File: src/rtl/result_uart_sender_pkg.sv
`default_nettype none
// ============================================================================
// Module   : result_uart_sender_pkg
// Purpose  : Shared constants and FSM state type for the result UART sender.
// Revision : 1.0
// ============================================================================
package result_uart_sender_pkg;

    localparam int unsigned c_n              = 2;
    localparam int unsigned c_c_w            = 4;
    localparam int unsigned c_fp_w           = 32;
    localparam int unsigned c_bytes_per_word = 4;

    typedef enum logic [2:0] {
        ST_IDLE    = 3'd0,
        ST_READ    = 3'd1,
        ST_WAIT    = 3'd2,
        ST_LATCH   = 3'd3,
        ST_SEND    = 3'd4,
        ST_WAIT_TX = 3'd5,
        ST_FIN     = 3'd6
    } tx_state_t;

endpackage
`default_nettype wire

File: src/rtl/result_uart_sender_if.sv
`default_nettype none
// ============================================================================
// Module   : result_uart_sender_if
// Purpose  : Result RAM read port and UART byte handshake bundle.
// Revision : 1.0
// ============================================================================
interface result_uart_sender_if
    import result_uart_sender_pkg::*;
#(
    parameter int unsigned N = c_n,
    parameter int unsigned C = c_c_w
);
    logic [C-1:0]                    ram_c_addr;
    logic [N-1:0][N-1:0]             ram_c_rden;
    logic [N-1:0][N-1:0][c_fp_w-1:0] ram_c_data;
    logic                            uart_send_data;
    logic [7:0]                      uart_tx_data;
    logic                            uart_tx_done;

    modport master (
        output ram_c_addr,
        output ram_c_rden,
        input  ram_c_data,
        output uart_send_data,
        output uart_tx_data,
        input  uart_tx_done
    );

    modport slave (
        input  ram_c_addr,
        input  ram_c_rden,
        output ram_c_data,
        input  uart_send_data,
        input  uart_tx_data,
        output uart_tx_done
    );

endinterface
`default_nettype wire

File: src/rtl/result_uart_sender_word_byte_ser.sv
`default_nettype none
// ============================================================================
// Module   : result_uart_sender_word_byte_ser
// Purpose  : Holds one result word and presents its bytes MSB first.
// Revision : 1.0
// ============================================================================
module result_uart_sender_word_byte_ser
    import result_uart_sender_pkg::*;
(
    input  wire              clk,
    input  wire              rst_n,
    input  wire              i_load,
    input  wire [c_fp_w-1:0] i_word,
    input  wire              i_next,
    output logic [7:0]       o_byte,
    output logic             o_last
);

    localparam int unsigned          c_idx_w    = $clog2(c_bytes_per_word);
    localparam logic [c_idx_w-1:0]   c_idx_last = c_idx_w'(c_bytes_per_word - 1);

    logic [c_fp_w-1:0]  r_word;
    logic [c_idx_w-1:0] r_idx;

    // Shifting left keeps the current byte in the top lane, so no byte mux.
    always_ff @(posedge clk) begin
        if (!rst_n) begin
            r_word <= '0;
            r_idx  <= '0;
        end else if (i_load) begin
            r_word <= i_word;
            r_idx  <= '0;
        end else if (i_next) begin
            r_word <= {r_word[c_fp_w-9:0], 8'h00};
            r_idx  <= r_idx + c_idx_w'(1);
        end
    end

    assign o_byte = r_word[c_fp_w-1 -: 8];
    assign o_last = (r_idx == c_idx_last);

endmodule
`default_nettype wire

File: src/rtl/result_uart_sender.sv
`default_nettype none
// ============================================================================
// Module   : result_uart_sender
// Purpose  : Drains the NxN result RAMs and streams every word over UART.
// Revision : 1.0
// ============================================================================
module result_uart_sender
    import result_uart_sender_pkg::*;
#(
    parameter int unsigned N      = c_n,
    parameter int unsigned C      = c_c_w,
    parameter int unsigned RD_LAT = 2
) (
    input  wire                  clk,
    input  wire                  rst_n,
    input  wire                  start,
    input  wire [C:0]            word_cnt,
    result_uart_sender_if.master bus,
    output logic                 busy,
    output logic                 done
);

    localparam int unsigned           c_words     = N * N;
    localparam int unsigned           c_widx_w    = (c_words > 1) ? $clog2(c_words) : 1;
    localparam int unsigned           c_wait_w    = (RD_LAT > 2) ? $clog2(RD_LAT) : 1;
    localparam logic [c_widx_w-1:0]   c_widx_last = c_widx_w'(c_words - 1);
    localparam logic [c_wait_w-1:0]   c_wait_last = c_wait_w'((RD_LAT > 1) ? (RD_LAT - 2) : 0);

    tx_state_t             r_state;
    logic [C:0]            r_addr_cnt;
    logic [C:0]            r_count;
    logic [N-1:0][N-1:0]   r_rden;
    logic                  r_send;
    logic                  r_busy;
    logic                  r_done;
    logic [c_widx_w-1:0]   r_word_idx;
    logic [c_wait_w-1:0]   r_wait_cnt;
    logic [c_fp_w-1:0]     r_buf [c_words];

    logic [C:0]            w_addr_nxt;
    logic [c_widx_w-1:0]   w_widx_nxt;
    logic                  w_tx_evt;
    logic                  w_ser_load;
    logic                  w_ser_next;
    logic [c_fp_w-1:0]     w_ser_word;
    logic [7:0]            w_ser_byte;
    logic                  w_ser_last;

    assign w_addr_nxt = r_addr_cnt + (C+1)'(1);
    assign w_widx_nxt = r_word_idx + c_widx_w'(1);
    assign w_tx_evt   = (r_state == ST_WAIT_TX) && bus.uart_tx_done;

    // Word 0 goes straight from the RAM outputs while the buffer is filling.
    assign w_ser_load = (r_state == ST_LATCH) ||
                        (w_tx_evt && w_ser_last && (r_word_idx != c_widx_last));
    assign w_ser_next = w_tx_evt && !w_ser_last;
    assign w_ser_word = (r_state == ST_LATCH) ? bus.ram_c_data[0][0] : r_buf[w_widx_nxt];

    result_uart_sender_word_byte_ser u_ser (
        .clk    (clk),
        .rst_n  (rst_n),
        .i_load (w_ser_load),
        .i_word (w_ser_word),
        .i_next (w_ser_next),
        .o_byte (w_ser_byte),
        .o_last (w_ser_last)
    );

    always_ff @(posedge clk) begin
        if (!rst_n) begin
            r_state    <= ST_IDLE;
            r_addr_cnt <= '0;
            r_count    <= '0;
            r_rden     <= '0;
            r_send     <= 1'b0;
            r_busy     <= 1'b0;
            r_done     <= 1'b0;
            r_word_idx <= '0;
            r_wait_cnt <= '0;
            for (int unsigned k = 0; k < c_words; k++) begin
                r_buf[k] <= '0;
            end
        end else begin
            r_rden <= '0;
            r_send <= 1'b0;
            r_done <= 1'b0;
            case (r_state)
                ST_IDLE: begin
                    if (start) begin
                        r_count    <= word_cnt;
                        r_addr_cnt <= '0;
                        r_busy     <= 1'b1;
                        if (word_cnt == '0) begin
                            r_state <= ST_FIN;
                        end else begin
                            r_rden  <= '1;
                            r_state <= ST_READ;
                        end
                    end
                end
                ST_READ: begin
                    r_wait_cnt <= '0;
                    r_state    <= (RD_LAT > 1) ? ST_WAIT : ST_LATCH;
                end
                ST_WAIT: begin
                    if (r_wait_cnt == c_wait_last) begin
                        r_state <= ST_LATCH;
                    end else begin
                        r_wait_cnt <= r_wait_cnt + c_wait_w'(1);
                    end
                end
                ST_LATCH: begin
                    for (int unsigned i = 0; i < N; i++) begin
                        for (int unsigned j = 0; j < N; j++) begin
                            r_buf[i*N + j] <= bus.ram_c_data[i][j];
                        end
                    end
                    r_word_idx <= '0;
                    r_send     <= 1'b1;
                    r_state    <= ST_SEND;
                end
                ST_SEND: begin
                    r_state <= ST_WAIT_TX;
                end
                ST_WAIT_TX: begin
                    if (bus.uart_tx_done) begin
                        if (!w_ser_last || (r_word_idx != c_widx_last)) begin
                            if (w_ser_last) begin
                                r_word_idx <= w_widx_nxt;
                            end
                            r_send  <= 1'b1;
                            r_state <= ST_SEND;
                        end else if (w_addr_nxt == r_count) begin
                            r_addr_cnt <= w_addr_nxt;
                            r_busy     <= 1'b0;
                            r_done     <= 1'b1;
                            r_state    <= ST_FIN;
                        end else begin
                            r_addr_cnt <= w_addr_nxt;
                            r_rden     <= '1;
                            r_state    <= ST_READ;
                        end
                    end
                end
                ST_FIN: begin
                    // The drain path already raised done on entry; the empty
                    // path raises it here, so FIN yields exactly one pulse.
                    r_done  <= ~r_done;
                    r_busy  <= 1'b0;
                    r_state <= ST_IDLE;
                end
                default: begin
                    r_state <= ST_IDLE;
                end
            endcase
        end
    end

    assign bus.ram_c_addr     = r_addr_cnt[C-1:0];
    assign bus.ram_c_rden     = r_rden;
    assign bus.uart_send_data = r_send;
    assign bus.uart_tx_data   = w_ser_byte;
    assign busy               = r_busy;
    assign done               = r_done;

endmodule
`default_nettype wire

File: src/flat_wrapper.sv
// flat-port wrapper written by rule: the top's interface ports become plain ports
module result_uart_sender_flat import result_uart_sender_pkg::*;
#(
    parameter int unsigned N      = c_n,
    parameter int unsigned C      = c_c_w,
    parameter int unsigned RD_LAT = 2
)
  (clk, rst_n, start, word_cnt, busy, done, bus_ram_c_addr, bus_ram_c_rden, bus_ram_c_data, bus_uart_send_data, bus_uart_tx_data, bus_uart_tx_done);
  result_uart_sender_if #(.N(N), .C(C)) bus_i ();
  input  wire clk;
  input  wire rst_n;
  input  wire start;
  input  wire [C:0] word_cnt;
  output logic busy;
  output logic done;
  output wire logic [$bits(bus_i.ram_c_addr)-1:0] bus_ram_c_addr;
  output wire logic [$bits(bus_i.ram_c_rden)-1:0] bus_ram_c_rden;
  input wire logic [$bits(bus_i.ram_c_data)-1:0] bus_ram_c_data;
  output wire logic [$bits(bus_i.uart_send_data)-1:0] bus_uart_send_data;
  output wire logic [$bits(bus_i.uart_tx_data)-1:0] bus_uart_tx_data;
  input wire logic [$bits(bus_i.uart_tx_done)-1:0] bus_uart_tx_done;
  assign bus_ram_c_addr = bus_i.ram_c_addr;
  assign bus_ram_c_rden = bus_i.ram_c_rden;
  assign bus_i.ram_c_data = bus_ram_c_data;
  assign bus_uart_send_data = bus_i.uart_send_data;
  assign bus_uart_tx_data = bus_i.uart_tx_data;
  assign bus_i.uart_tx_done = bus_uart_tx_done;
  result_uart_sender #(.N(N), .C(C), .RD_LAT(RD_LAT)) u_core (.clk(clk), .rst_n(rst_n), .start(start), .word_cnt(word_cnt), .bus(bus_i), .busy(busy), .done(done));
endmodule
File: config.mk
export PLATFORM = sky130hd
export DESIGN_NAME = result_uart_sender_flat
export DESIGN_NICKNAME = d
export VERILOG_FILES = /design/src/rtl/result_uart_sender_pkg.sv /design/src/rtl/result_uart_sender_if.sv /design/src/rtl/result_uart_sender_word_byte_ser.sv /design/src/rtl/result_uart_sender.sv /design/src/flat_wrapper.sv
export SDC_FILE = /design/constraint.sdc
export NUM_CORES = 1
export LEC_CHECK = 0
export ABC_AREA = 1
export ABC_CLOCK_PERIOD_IN_PS = 9050
export CAP_MARGIN = 10
export CORE_ASPECT_RATIO = 1.5
export CORE_MARGIN = 2
export CORE_UTILIZATION = 52
export DETAILED_ROUTE_END_ITERATION = 8
export GPL_TIMING_DRIVEN = 0
export PLACE_DENSITY = 0.86
export SLEW_MARGIN = 20
export SYNTH_ARGS = -nofsm -noshare
export SYNTH_HDL_FRONTEND = slang
export SYNTH_HIERARCHICAL = 1
export SYNTH_SLANG_ARGS = --single-unit
File: constraint.sdc
create_clock -name clk -period 9.05 [get_ports clk]
set_input_delay 1.3575 -clock clk [delete_from_list [all_inputs] [get_ports clk]]
set_output_delay 1.3575 -clock clk [all_outputs]
set_load 0.05 [all_outputs]
### Word-level counts from Yosys, hierarchy flattened

Memory sizes are Yosys's and may differ from the RTL's.
Index checks and enable logic that the tools add are counted.
W data, S select, Z words.

| word-level totals | value |
|---|---|
| bits in writable memories | 128 |
| input port bits | 137 |
| memories kept | 1 |
| output and inout port bits | 19 |
| word-level logic and storage cells | 105 |
| register bits | 57 |

| cells by class | value |
|---|---|
| $add $sub $neg | 4 |
| bitwise gates (word level) | 6 |
| reductions and logical operators | 20 |
| eq/ne operators | 16 |
| muxes and demuxes | 46 |

Memories:

| name | words | bits a word | rd ports | clocked after memory_dff | write ports | RTL line | source |
|---|---|---|---|---|---|---|---|
| u_core.r_buf | 4 | 32 | 1 | 0 | 4 | result_uart_sender.sv:38 | `logic [c_fp_w-1:0] r_buf [c_words];` |

Operators by type and width:

| operator | count |
|---|---|
| $mux W32 | 7 |
| $mux W4 | 5 |
| $mux W3 | 6 |
| $pmux W3 S6 | 1 |
| $mux W5 | 3 |
| $mux W1 | 14 |
| $ne A2 B2 Y1 const B | 7 |
| $pmux W5 S2 | 1 |
| $eq A3 B3 Y1 const B | 3 |
| $pmux W4 S2 | 1 |
| $reduce_and A4 Y1 | 2 |
| $reduce_bool A2 Y1 | 4 |
| $eq A3 B2 Y1 const B | 2 |
| $mux W2 | 3 |
| $pmux W1 S2 | 3 |
| $add A5 B1 Y5 const B | 1 |
| $eq A5 B5 Y1 | 1 |
| $logic_not A5 Y1 | 1 |
| $reduce_and A5 Y1 | 1 |
| $add A2 B1 Y2 const B | 2 |
| $logic_and A1 B1 Y1 | 4 |
| $or A1 B1 Y1 | 4 |
| $pmux W2 S2 | 1 |
| $eq A3 B1 Y1 const B | 1 |
| other kinds (12) | 14 |

### Longest topological paths before layout

Gate-level depths: netlist (run 1).

| depth | value |
|---|---|
| depth after elaboration | 6 |
| depth in mapped cells | 13 |
| mapped depth without buffers | 13 |

### Cells and area by module

The synthesis (run 1) kept the hierarchy.

By module, submodules not included:

| module | instances | cells an instance | area each (um2) | sequential area each (um2) |
|---|---|---|---|---|
| result_uart_sender | 1 | 823 | 7153.1 | 4224.1 |
| result_uart_sender_word_byte_ser | 1 | 244 | 1672.9 | 680.7 |

### Least setup slack after synthesis (run 1)

No wires, ideal clock.

| timing path | value |
|---|---|
| path kind | input -> register |
| start | input port rst_n |
| end | memory u_core.r_buf[0][0] (enable) |
| path buffers | 1 |
| slack | 4224 ps |
| arrival | 3713 ps |
| stages | 2 |
| setup time | 1112 ps |
| data required time | 7938 ps |
| cell sequence | clkbuf_1 nand2_1 |

RTL lines:

| element | RTL line | source |
|---|---|---|
| from (decl) | flat_wrapper.sv:11 | `input wire rst_n;` |
| to (decl) | result_uart_sender.sv:38 |  |

==> results of run 1 <==
[synthesized netlist by cell type]
cell type	count	area share
o32ai_1	32	0.032
o21ai_0	67	0.038
nor3_2	1	0.0011
dfxtp_1	53	0.12
buf_6	6	0.0077
nor2_8	1	0.0023
nor2_1	236	0.10
nand2_1	184	0.078
buf_1	5	0.0021
clkbuf_1	37	0.016
nor3_1	2	0.0011
a21oi_1	32	0.018
nor2_2	2	0.0014
a31oi_1	1	0.00071
nand4_1	2	0.0014
o21ai_1	4	0.0023
a21oi_2	4	0.0040
ha_1	3	0.0043
buf_4	20	0.017
o21ai_2	1	0.00099
inv_1	182	0.077
xnor2_1	1	0.00099
inv_2	2	0.00085
nand3_1	48	0.027
buf_2	7	0.0040
edfxtp_1	128	0.44
nor3_4	1	0.0018
inv_4	1	0.00071
a211oi_1	1	0.00085
clkinv_1	1	0.00042
nand2_2	2	0.0014
[critical path: cells and delay by family]
family / cells / cell delay (ns)
and+or+nand+nor: 1 / 0.46
buffers and inverters: 4 / 1.62
[cell families (layout without fill, tap and decap cells)]
logic type / Yosys count / in the layout / synth area share
fa+ha+maj: 3 / 3 / 0.00425
simple gates: 479 / 479 / 0.216
buf+inv: 261 / 449 / 0.126
compound gates: 142 / 142 / 0.0967
flops: 181 / 181 / 0.556
xor+xnor: 1 / 1 / 0.000993
[routing by layer]
metal | vias to the layer above | part of all wire | global-route usage
met3 | 74 | 0.073 | 0.0431
met4 | 0 | 0.040 | 0.122
li1 | 3718 | - | -
met5 | - | 0 | 0
met1 | 3579 | 0.36 | 0.301
met2 | 457 | 0.53 | 0.472
[report_power, final]
part | total [uW] | switching (uW) | internal, uW | leakage, uW
logic | 243 | 137 | 106 | 0.00303
clock network | 706 | 342 | 364 | 0.000273
registers | 943 | 15.3 | 927 | 0.00176
[cells in the final DEF (no fill, tap or decap), types with 2 or more instances in the layout]
master | netlist | layout
a21oi_1 | 32 | 32
a21oi_2 | 4 | 4
buf_1 | 5 | 5
buf_2 | 7 | 7
buf_4 | 20 | 20
buf_6 | 6 | 6
clkbuf_1 | 37 | 37
clkbuf_16 | 0 | 17
clkdlybuf4s50_1 | 0 | 155
clkinv_4 | 0 | 3
dfxtp_1 | 53 | 53
edfxtp_1 | 128 | 128
ha_1 | 3 | 3
inv_1 | 182 | 182
inv_2 | 2 | 2
inv_6 | 0 | 6
inv_8 | 0 | 4
nand2_1 | 184 | 183
nand2_2 | 2 | 2
nand3_1 | 48 | 48
nand4_1 | 2 | 2
nor2_1 | 236 | 236
nor2_2 | 2 | 2
nor3_1 | 2 | 2
o21ai_0 | 67 | 67
o21ai_1 | 4 | 4
o32ai_1 | 32 | 32
[worst paths after layout]
path	end	slack (ns)	cells after the start
setup / recovery	u_core/r_buf[0][4]$_SDFFCE_PN0P_	5.71	5
hold reg to reg	u_core/u_ser/r_word[3]$_SDFFE_PN0P_	0.47	2
hold / removal	u_core/u_ser/r_word[3]$_SDFFE_PN0P_	0.47	2
setup reg to reg	u_core/r_buf[0][4]$_SDFFCE_PN0P_	6.31	7
[state kept, by name, indices dropped and copies added, names as in the netlist]
| register | cells |
|---|---|
| u_core/r_buf | 128 |
| u_core/u_ser/r_word | 32 |
| u_core/r_addr_cnt | 5 |
| u_core/r_count | 5 |
| u_core/r_state | 3 |
| u_core/r_word_idx | 2 |
| u_core/u_ser/r_idx | 2 |
| u_core/bus.ram_c_rden | 1 |
| u_core/bus.uart_send_data | 1 |
| u_core/busy | 1 |
| u_core/done | 1 |
[through the flow]
stage | setup WS [ns] | power, uW | std cells | hold WS (ns)
final | 5.71 | 1890 | 1465 | 0.467
after global routing | 5.65 | 1950 | 1465 | 0.486
after CTS | 5.78 | 1890 | 1465 | 0.462
after detailed placement | 5.35 | 1200 | 1434 | 0.454
after global placement | 2.38 | 1190 | 1432 | 0.448
after floorplan | 4.22 | 1090 | 1067 | 0.439
[layout make-up]
cell class / count / area (sq um)
fill: 1293 / 5440
sequential: 181 / 4900
multi-input combinational: 625 / 2820
timing repair buffer: 157 / 1600
inverter: 186 / 701
clock buffer: 17 / 425
buffer: 75 / 410
tap: 210 / 263
clock inverter: 14 / 131
==> metrics.txt, run 1 <==
Worst path max stage delay=0.57 ns; Fin. Hold Viols=0; Slew Viols, Final=0; vias in the first global route=7581; status=finished, final reports clean; Critical Path, Cell by Cell=clkdlybuf4s50_1 > clkbuf_1 > nand2_4 > buf_12 > buf_16; DRT Pass-1 Iters=6; die area=0.0181 sq mm; Peak supply drop=0.000133 V; antenna violations before repair=0; width of the die=110 microns; gr ovfl total=0; CTS Sinks=181; detailed placement HPWL=16900 microns; placed cell areas=0.0107 sq mm; crit share post-route=0.369; CP arrival=3.49 ns; Hold WC Path Type=reg -> reg; # diodes=0; Fin Clk Skew=0.0105 ns; leak pwr=0.00506 uW; Num CTS Buffers=17; H-tree Lvls=4; postcts setup bufs=0; Worst-Margin Slew=0.671 ns; initial DRC count=855; first-pass GRT wire length=36400 microns; boundary pin count=156; Peak Freq=0.300 GHz; pwr dens=168 mW/mm^2; Clock Latency Late Sink=0.43 ns; Post-Route WL=23200 microns; post-synthesis sequential area ratio=0.556; YS warnings=6; clock tree buffer depth=2; Cell variety after synth=31; minimum clock period=3.34 ns; total number of vias=7828; Nets=1383; Initial Util=0.529; Mapped Nets=1207; area grow syn2layout=27.5%; DRC Markers=0; average cell area after synthesis=8.27 sq um; mapped cell area=0.00883 sq mm; Vias/cell=5.34; FP Rows=58; Hold-fix buffers, CTS=0; Critical Path RT=9.21 ns; CP startpoint=rst_n; cts repair resizes=0; Die Ht=164 microns; Worst Path Max Fanout=51; CTS tree=yes; root buffer cell=clkbuf_16; reg-to-reg startpoint=u_core/r_state[1]$_SDFFE_PN0P_; RD Place Congestion=0.897; MaxCap Viol Count=0; crit path kind=in -> reg; largest net degree at the start of global routing=52; total track usage=0.263; Clk pin slew, worst setup/hold paths=0.07 ns; Synth Register Bits=181; startpoint types=input pin; TNS Setup=0 ns; Final Core Density=0.674; Buffers on Ports=155; slowest CP cell=clkdlybuf4s50_1; Final Setup Violations=0; Core Footprint=0.0167 sq mm; share of cells above drive strength 1=0.0653; WL/cell=15.8 microns; RSZ-0062 raised after global routing=no; Final ANT Viol Nets=0; Rel. slew slack=0.553; Final Instance Area=0.0113 sq mm; CP endpoint kind=flip-flop; Syn Inst Count=1067; hold wc startpoint=u_core/u_ser/r_word[3]$_SDFFE_PN0P_
No activity file was read; power rests on OpenSTA's default activity.
==> inputs of run 2 (changes only) <==
--- a/config.mk
+++ b/config.mk
@@ -6,7 +6,7 @@
 export NUM_CORES = 1
 export LEC_CHECK = 0
 export ABC_AREA = 1
-export ABC_CLOCK_PERIOD_IN_PS = 9050
+export ABC_CLOCK_PERIOD_IN_PS = 3500
 export CAP_MARGIN = 10
 export CORE_ASPECT_RATIO = 1.5
 export CORE_MARGIN = 2
==> constraint.sdc (replaced) <==
create_clock -name clk -period 3.5 [get_ports clk]
set_input_delay 0.525 -clock clk [delete_from_list [all_inputs] [get_ports clk]]
set_output_delay 0.525 -clock clk [all_outputs]
set_load 0.05 [all_outputs]
==> metrics.txt, run 2 (synthesis results as in run 1) <==
status=finished, final reports clean; pwr dens=435 mW/mm^2 (+160%); Final Setup Violations=0 (unchanged); met2 Usage GRT=0.482 (+0.0103); area grow syn2layout=27.3%; gr ovfl total=0 (unchanged); met1 usage=0.291 (-0.00973); first-pass GRT wire length=36700 microns (+0.91%); FP Rows=58 (unchanged); Final Core Density=0.673 (-0.000975); Final ANT Viol Nets=0 (unchanged); Hold-fix buffers, CTS=0 (unchanged); Top cell by count, worst path=nand2_1; CP startpoint=u_core/r_word_idx[0]$_SDFFE_PN0P_; initial DRC count=817 (-4.4%); Die Ht=164 microns (unchanged); Clk pin slew, worst setup/hold paths=0.07 ns (about the same); H-tree Lvls=4 (unchanged); largest net degree at the start of global routing=95 (+83%); hold wc startpoint=u_core/u_ser/r_word[18]$_SDFFE_PN0P_; clock tree buffer depth=2 (unchanged); Vias/cell=5.41 (+1.2%); vias in the first global route=7774 (+2.5%); Critical Path RT=3.86 ns (-5.35 ns); Core Footprint=0.0167 sq mm (unchanged); Rel. slew slack=0.561 (+0.00838); crit share post-route=0.725; CP arrival=2.90 ns (-0.59 ns); die area=0.0181 sq mm (unchanged); Worst Path Max Fanout=10 (-80%); sw power=1170 uW (+140%); Buffers on Ports=155 (unchanged); met3 global-route usage=0.0471 (+0.00399); root buffer cell=clkbuf_16; postcts setup bufs=0 (unchanged); leading cell type in the layout, fill and taps excluded=nor2_1; Most flops, register=u_core/r_buf; Clock Latency Late Sink=0.44 ns (about the same); CTS tree=yes; Initial Util=0.529 (unchanged); antenna violations before repair=0 (unchanged); Sw Share=0.240 (-0.0210); CTS Sinks=181 (unchanged); detailed placement HPWL=16700 microns (-1.1%); Critical Path, Cell by Cell=ha_1 > clkbuf_1 > clkbuf_1 > o21ai_0 > o32ai_1 > nand2_1 > o21ai_0 > inv_1 > nand2_1 > nand2_1 > a21oi_1; RD Place Congestion=0.911 (+1.5%); clock group share of total power=0.372 (about the same); width of the die=110 microns (unchanged); Worst-Margin Slew=0.658 ns (-0.0126 ns); largest registers=u_core/r_buf (128), u_core/u_ser/r_word (32); sequential cell fraction of total power=0.500 (+0.002); cts repair resizes=0 (unchanged); busiest layer in global routing=met2; share of cells above drive strength 1=0.0590 (-0.00637); RSZ-0062 raised after global routing=no; Num CTS Buffers=17 (unchanged); minimum clock period=2.54 ns; P_int=3710 uW (+170%); CP endpoint kind=flip-flop; startpoint types=flip-flop; boundary pin count=156 (unchanged); Peak Freq=0.394 GHz; Fin. Hold Viols=0 (unchanged); crit path kind=reg -> reg; WL/cell=16.0 microns (+1.2%); worst hold margin=0.465 ns (-0.00177 ns); slowest CP cell=clkbuf_1; Hold WC Path Type=reg -> reg; MaxCap Viol Count=0 (unchanged); Setup WS pre-CTS=0.938 ns (-4.41 ns); DRT Pass-1 Iters=6 (unchanged); Nets=1382 (-0.072%); total track usage=0.267 (+0.00323); Post-Route WL=23400 microns (+1.2%); commonest non-fill, non-tap cells in the layout=nor2_1, nand2_1, inv_1; total number of vias=7926 (+1.3%); Slew Viols, Final=0 (unchanged); leak pwr=0.00503 uW (-0.47%); reg-to-reg startpoint=u_core/r_word_idx[0]$_SDFFE_PN0P_; max reg flops=128 (unchanged); Fin Clk Skew=0.0169 ns (+0.00639 ns); DRC Markers=0 (unchanged); Peak supply drop=0.000288 V (+120%); Comb pwr share=0.128 (about the same); Worst path max stage delay=0.42 ns (-0.15 ns); post-route worst setup slack=0.961 ns (-4.75 ns)
-- run 2: changes by cell type in the layout (fill, tap and decap cells not counted), moves of 2 or more --
cell and delta:
bufinv_16 +2, clkbuf_1 +4, clkinv_1 +4, clkinv_4 -3, inv_6 -5, inv_8 -4
-- run 2: final timing paths --
path         slack [ns]  cells past startpoint                                    to
max                0.96                     11  u_core/u_ser/r_word[18]$_SDFFE_PN0P_
min                0.47                      2  u_core/u_ser/r_word[18]$_SDFFE_PN0P_
max reg2reg        0.96                     11  u_core/u_ser/r_word[18]$_SDFFE_PN0P_
min reg2reg        0.47                      2  u_core/u_ser/r_word[18]$_SDFFE_PN0P_
-- run 2: layout make-up --
class,instances,area (sq um)
antenna,1,2.50
buffer,75,410
clock buffer,21,440
clock inverter,11,109
fill,1315,5460
inverter,186,701
multi-input combinational,625,2830
sequential,181,4900
tap,210,263
timing repair buffer,156,1580
-- run 2: metrics by stage --
step / std cells / setup TNS [ns] / cell area [sq um] / total power, uW
finish: 1466 / 0 / 11200 / 4880
global route: 1465 / 0 / 11200 / 5040
detailed placement: 1433 / 0 / 10700 / 3100
CTS: 1465 / 0 / 11200 / 4890
floorplan: 1067 / 0 / 8830 / 2810
global placement: 1432 / -73.63 / 10600 / 3080
-- run 2: power groups by stage --
stage | Sequential, uW | Combinational, uW | Clock [uW]
after CTS | 2440 | 619 | 1830
after global placement | 2490 | 591 | 0
after detailed placement | 2480 | 612 | 0
after floorplan | 2490 | 321 | 0
final | 2440 | 627 | 1820
after global routing | 2450 | 679 | 1910
-- run 2: metal layers --
layer	routed length (microns)	up-vias
met4	1090	0
met5	0	-
li1	-	3713
met1	8170	3643
met3	1830	97
met2	12400	473
-- run 2: worst max-delay path, delay by kind of cell, from the launching register on --
kind            cells  cell delay, ns
buf+inv             3            0.94
compound gates      4            0.63
flops               1            0.34
fa+ha+maj           1            0.34
simple gates        3            0.22
